[config.mk]
export PLATFORM = sky130hd
export DESIGN_NAME = serial_adder
export DESIGN_NICKNAME = d
export VERILOG_FILES = /design/src/rtl/serial_adder.sv
export SDC_FILE = /design/constraint.sdc
export NUM_CORES = 1
export LEC_CHECK = 0
export CORE_MARGIN = 10
export CORE_UTILIZATION = 60
export DETAILED_ROUTE_END_ITERATION = 8
export DONT_BUFFER_PORTS = 1
export MAX_ROUTING_LAYER = met4
export PLACE_DENSITY_LB_ADDON = 0.25
export SLEW_MARGIN = 30
export SYNTH_ARGS = -nofsm -noshare
export SYNTH_HDL_FRONTEND = slang
export SYNTH_SLANG_ARGS = --single-unit
[constraint.sdc]
create_clock -name clk -period 3.4 [get_ports clk]
set_input_delay 0.68 -clock clk [delete_from_list [all_inputs] [get_ports clk]]
set_output_delay 0.68 -clock clk [all_outputs]
set_load 0.05 [all_outputs]
[src/rtl/serial_adder.sv]
// Digit-serial adder/subtractor: WIDTH-bit operands processed DIGIT bits per
// clock, LSB digit first, with a registered carry between digits.
module serial_adder #(
  parameter int WIDTH = 8,
  parameter int DIGIT = 1
) (
  input  logic             clk,
  input  logic             rst,
  input  logic             start,
  input  logic [WIDTH-1:0] a,
  input  logic [WIDTH-1:0] b,
  input  logic             c_in,
  input  logic             sub,
  output logic             busy,
  output logic             done,
  output logic [WIDTH-1:0] sum,
  output logic             carry_out,
  output logic             overflow
);

  localparam int          N     = WIDTH / DIGIT;
  localparam int          CW    = (N > 1) ? $clog2(N) : 1;
  localparam int unsigned DW    = DIGIT;
  localparam logic [CW-1:0]    LAST  = CW'(N - 1);
  localparam logic [WIDTH-1:0] DMASK = WIDTH'({DIGIT{1'b1}});

  if ((DIGIT < 1) || (WIDTH % DIGIT != 0)) begin : g_param_err
    $error("serial_adder: DIGIT must be >= 1 and divide WIDTH");
  end

  typedef enum logic [1:0] {IDLE, RUN, DONE} state_t;

  state_t           state_q, state_d;
  logic [WIDTH-1:0] a_q, b_q, sum_q;
  logic             carry_q, cout_q, ovf_q;
  logic [CW-1:0]    cnt_q;

  logic             accept, last;
  int unsigned      base;
  logic [DIGIT-1:0] a_dig, b_dig, s_dig;
  logic             c_ripple, c_msb;
  logic [WIDTH-1:0] sum_upd;

  assign accept = start && (state_q != RUN);
  assign last   = (cnt_q == LAST);

  always_ff @(posedge clk or posedge rst) begin
    if (rst) state_q <= IDLE;
    else     state_q <= state_d;
  end

  always_comb begin
    state_d = state_q;
    unique case (state_q)
      IDLE:    if (start) state_d = RUN;
      RUN:     if (last)  state_d = DONE;
      DONE:    state_d = start ? RUN : IDLE;
      default: state_d = IDLE;
    endcase
  end

  always_comb begin
    busy = (state_q == RUN);
    done = (state_q == DONE);
  end

  // Full-adder ripple across the current digit; c_msb is the carry into the
  // top bit, which on the final digit is the carry into the word MSB.
  always_comb begin
    base     = 32'(cnt_q) * DW;
    a_dig    = DIGIT'(a_q >> base);
    b_dig    = DIGIT'(b_q >> base);
    s_dig    = '0;
    c_ripple = carry_q;
    c_msb    = 1'b0;
    for (int unsigned i = 0; i < DW; i++) begin
      if (i == DW - 1) c_msb = c_ripple;
      s_dig[i] = a_dig[i] ^ b_dig[i] ^ c_ripple;
      c_ripple = (a_dig[i] & b_dig[i]) | (c_ripple & (a_dig[i] ^ b_dig[i]));
    end
    sum_upd = (sum_q & ~(DMASK << base)) | (WIDTH'(s_dig) << base);
  end

  // Subtraction is folded in at accept time: b is inverted and the borrow-in
  // becomes an inverted carry-in, so RUN only ever adds.
  always_ff @(posedge clk or posedge rst) begin
    if (rst) begin
      a_q     <= '0;
      b_q     <= '0;
      sum_q   <= '0;
      carry_q <= 1'b0;
      cout_q  <= 1'b0;
      ovf_q   <= 1'b0;
      cnt_q   <= '0;
    end else if (accept) begin
      a_q     <= a;
      b_q     <= b ^ {WIDTH{sub}};
      carry_q <= c_in ^ sub;
      cnt_q   <= '0;
    end else if (state_q == RUN) begin
      sum_q   <= sum_upd;
      carry_q <= c_ripple;
      cnt_q   <= last ? '0 : cnt_q + 1'b1;
      if (last) begin
        cout_q <= c_ripple;
        ovf_q  <= c_msb ^ c_ripple;
      end
    end
  end

  assign sum       = sum_q;
  assign carry_out = cout_q;
  assign overflow  = ovf_q;

endmodule
**Word-level counts from Yosys, hierarchy flattened**

Index checks and enable logic that the tools add are counted.

- Logic and storage cells: 46
- Memories kept: 0
- Latch bits: 0
- Output and inout port bits: 12
- Bits in registers: 32
- ROM bits: 0
- Memory bits (writable): 0

- Magnitude comparators: 0
- Multiply operators: 0
- Multiplexer cells: 9
- Bitwise logic cells: 12
- Add/sub/neg operators: 1
- Equality and inequality tests: 6
- Reduce and logical (&&, ||, !) cells: 6
- Div/mod/pow operators: 0
- Shift operators: 4

Operators by type and width:

| operator | count |
|---|---|
| $shr 8x3->1 | 2 |
| $mux 3 | 3 |
| $and 8x8->8 | 1 |
| $not 8->8 | 1 |
| $or 8x8->8 | 1 |
| $shl 1x3->8 | 1 |
| $shl 1x3->8 const A | 1 |
| $xor 8x8->8 | 1 |
| $pmux 2 s3 | 1 |
| $mux 2 | 2 |
| $ne 2x1->1 const B | 2 |
| $reduce_and 2->1 | 2 |
| $xor 1x1->1 | 4 |
| $add 3x1->3 const B | 1 |
| $eq 3x3->1 const B | 1 |
| $mux 1 | 3 |
| $reduce_and 3->1 | 1 |
| $and 1x1->1 | 2 |
| $eq 2x1->1 const B | 1 |
| $eq 2x2->1 const B | 1 |
| $logic_not 2->1 | 1 |
| $ne 2x2->1 const B | 1 |
| $reduce_bool 2->1 | 1 |
| $logic_and 1x1->1 | 1 |
| 2 further kinds | 2 |

**Longest topological paths before layout**

- Depth in word-level cells: 6
- Gate-level depth with buffers: 6

**Least setup slack after synthesis**

Ideal clock, no wire load.

- Kind: reg2reg
- Start point: reg cnt_q[0]
- End point: reg sum_q[1], in the netlist sum[1]
- Path slack: 1.273 ns
- Data arrival time: 2.059 ns
- Required time: 3.332 ns
- Period minus slack after synthesis: 2.127 ns
- Stages on the path, launching flop included: 7
- Path through: dfrtp_1 > buf_6 > mux4_1 > mux2i_1 > fa_1 > nor2_1 > a32o_1

- Longest elaborated chain between the ends: 5

Ends and longest elaborated chain:

| what | line | source |
|---|---|---|
| from (decl) | 36 | `logic [CW-1:0] cnt_q;` |
| from (signal assigned) | 103 | `cnt_q <= last ? '0 : cnt_q + 1'b1;` |
| $shr 8x3->1 (on tied branches) | 71, 72 |  |
| $xor 1x1->1 (2 in series) | 78 | `s_dig[i] = a_dig[i] ^ b_dig[i] ^ c_ripple;` |
| $shl 1x3->8 | 81 | `sum_upd = (sum_q & ~(DMASK << base)) \| (WIDTH'(s_dig) << base);` |
| $or 8x8->8 (*) | 81 |  |
| to (signal assigned) | 101 | `sum_q <= sum_upd;` |
| to (decl) | 34 | `logic [WIDTH-1:0] a_q, b_q, sum_q;` |

Mark *: on every way between the ends. The rest lies on a longest branch, timed or not.
A chain may end at the register's enable or synchronous reset.

**Worst setup path after layout**

- Start point: reg cnt_q[0]
- End point: reg sum_q[5], in the netlist sum[5]

The elaborated chain is that of the path after synthesis.

==> metrics.cfg <==
[run_status]
status = finished clean

[finish]
drive_above_1_share_pct = 14.18
mostFrequentLayoutCell = dfrtp_1
fillers = 212
final_cell_mix = 32 x dfrtp_1, 20 x o21ai_0, 10 x nand2_1
finish.utilization_pct = 65.97
register_area_um2 = 800.8
diodes = 0
multi_input_comb_area_um2 = 734.5
final_net_count = 161
area_growth_pct = 2.703

[routing]
via_count = 1018
first_pass_iters = 4
avgRoutedWirePerCell_um = 17.73
antenna_left = 0
drt-total-wl_um = 2908
drc_errors = 0
drtIter0Drc = 49
vias_per_cell = 6.207

[clock_network]
cts_setup_buffers = 0
clk_pin_slew_ns = 0.09
ctsRootBufferMaster = clkbuf_4
htreeDepth = 2
tritoncts = done
hold_buffers = 0
clock-sinks = 32
cts_resized = 0
cts_buffers = 5
worstSkewPairLatency_ns = 0.33
clk_path_buf_depth = 2

[power]
pwr_density_cell_nw_per_um2 = 1088
seqPwrFrac_pct = 49.7
p_int_mw = 0.9911
peakVddDrop_v = 0.0007067
p_sw_share_pct = 45.26
p_comb_share_pct = 37.8
power.switching_mw = 0.8195
p_leak_nw = 0.7274
pwr-share-clk_pct = 12.5

[synthesis]
yosysUniqueCellTypes = 32
syn-num-nets = 161
ys_seq_elements = 32
syn_area_per_cell_um2 = 12.18
synth.cell_area_um2 = 1620
ys_seq_area_share_pct = 49.42
synth_cells = 133
yosysWarnings = 0

[timing]
setup-violations-final = 0
min_period_over_period_pct = 70.97
min_period_ns = 2.413
rsz0062_at_grt = no
final-hold-violation-count = 0
slew_viol_final = 0
relSlewSlack_pct = 36.89
tns_ns = 0
fmax_mhz = 414.4
skew_ns = 0.01063
fin_ws_ns = 0.9872
worst_slew_pin_slew_ns = 0.9447

[floorplanning]
coreArea_um2 = 2522
die_width_um = 71.97
die_area_um2 = 5179
die_h_um = 71.97
num_io_pins = 33
start_util_pct = 64.24
rows = 18

[place]
dp_slack_ns = 0.9862
gp_congestion = 0.8400
hpwl_um = 2160
port_buffers = 0

[global_route]
grt_use_total_pct = 11.95
grt_pass1_vias = 1029
use_met1_pct = 13.28
grt_use_met2_pct = 18.33
grt-ovfl-total = 0
grt-busiest-layer = met2
grt_pass1_wl_um = 4892
antenna_found_initial = 0
grt_max_degree = 33
met3_usage_pct = 5.170

[worst_setup_path]
startpoint_type = flip-flop
critical_path_arrival_ns = 2.68
worst-setup-path-type = flip-flop to flip-flop
cp.required_ns = 3.66
worstPathMaxFanout = 11
endpoint_kind = flip-flop

[min_path]
min_path_type = primary input to async pin

[run]
cap_violations = 0

==> stage by stage <==
stage	hold slack, ns	instance area (um2)	power [mW]	instances
CTS	0.3336	1664	1.825	164
floorplan	0.4492	1620	1.500	133
global placement	0.4714	1605	1.568	156
finish	0.3122	1664	1.811	164
global route	0.3472	1664	1.951	164
detailed placement	0.4789	1605	1.603	156
==> cell type report <==
class                   instances  share of cell area (%)
flip-flops and latches         32                   48.12
clock buffers                   8                   3.534
well taps                      30                   2.256
inverters                       8                   1.955
multi-input cells              86                   44.14
==> layer usage <==
layer	share of wire [%]	wire length [um]
met5	0	0
met4	1.5	45
met3	7.6	221
met2	48	1398
met1	43	1242
==> flip-flops by register name, indices dropped and copies added (netlist names) <==
signal,flops
cnt_q,3
overflow,1
sum,8
a_q,8
carry_out,1
c_msb,1
state_q,2
b_q,8
==> final timing paths <==
kind	start	endpoint	slack [ns]	cells past startpoint
max reg2reg	cnt_q[0]	sum[5]	0.99	5
min reg2reg	a_q[7]	a_q[7]	0.49	1
min	rst	overflow	0.31	1
max	cnt_q[0]	sum[5]	0.99	5
max in group asynchronous	rst	a_q[7]	2.66	1
min in group clk	start	cnt_q[1]	0.44	1
==> synth_stat cells <==
cell / number / area share [%]
a22o_1: 2 / 1.1
a32o_1: 6 / 3.7
and3b_1: 1 / 0.54
buf_2: 2 / 0.62
buf_6: 3 / 2.1
clkbuf_1: 1 / 0.23
clkbuf_2: 1 / 0.31
clkinv_1: 1 / 0.23
dfrtp_1: 32 / 49
fa_1: 1 / 1.2
ha_1: 6 / 4.6
inv_1: 6 / 1.4
inv_4: 1 / 0.39
mux2_1: 1 / 0.69
mux2_2: 7 / 4.9
mux2i_1: 2 / 1.2
mux4_1: 2 / 3.2
mux4_2: 2 / 2.8
nand2_1: 10 / 2.3
nand2b_1: 1 / 0.39
nand3_1: 2 / 0.62
nand3b_1: 2 / 0.93
nor2_1: 3 / 0.69
nor2_8: 1 / 1.2
nor2b_1: 1 / 0.39
nor3_1: 1 / 0.31
nor3b_4: 1 / 1.2
o21ai_0: 20 / 6.2
o22ai_1: 2 / 0.77
o31ai_1: 2 / 0.93
xnor2_1: 8 / 4.3
xor2_1: 2 / 1.1
==> critical path, stage by stage, from the launching register on <==
cell	delay [ns]
dfrtp_1	0.61
mux4_1	0.61
mux2i_1	0.20
fa_1	0.48
nor2_1	0.24
a32o_1	0.21
==> kinds of logic after synthesis <==
kind of cell / share of synthesized area, %
AO/OA/AOI/OAI: 12.66
XOR/XNOR: 5.406
adder cells (fa/ha/maj): 5.869
buffers and inverters: 5.250
flip-flops: 49.42
multiplexers: 12.82
AND/OR/NAND/NOR: 8.572
==> power groups by stage <==
stage          Clock, mW  Combinational [mW]  Sequential (mW)
2_1_floorplan          0               0.662            0.839
3_3_place_gp           0               0.662            0.906
3_5_place_dp           0               0.688            0.915
4_1_cts            0.229               0.691            0.905
5_1_grt            0.246               0.768            0.936
6_report           0.227               0.684            0.900
(Power assumes the default switching activity.)
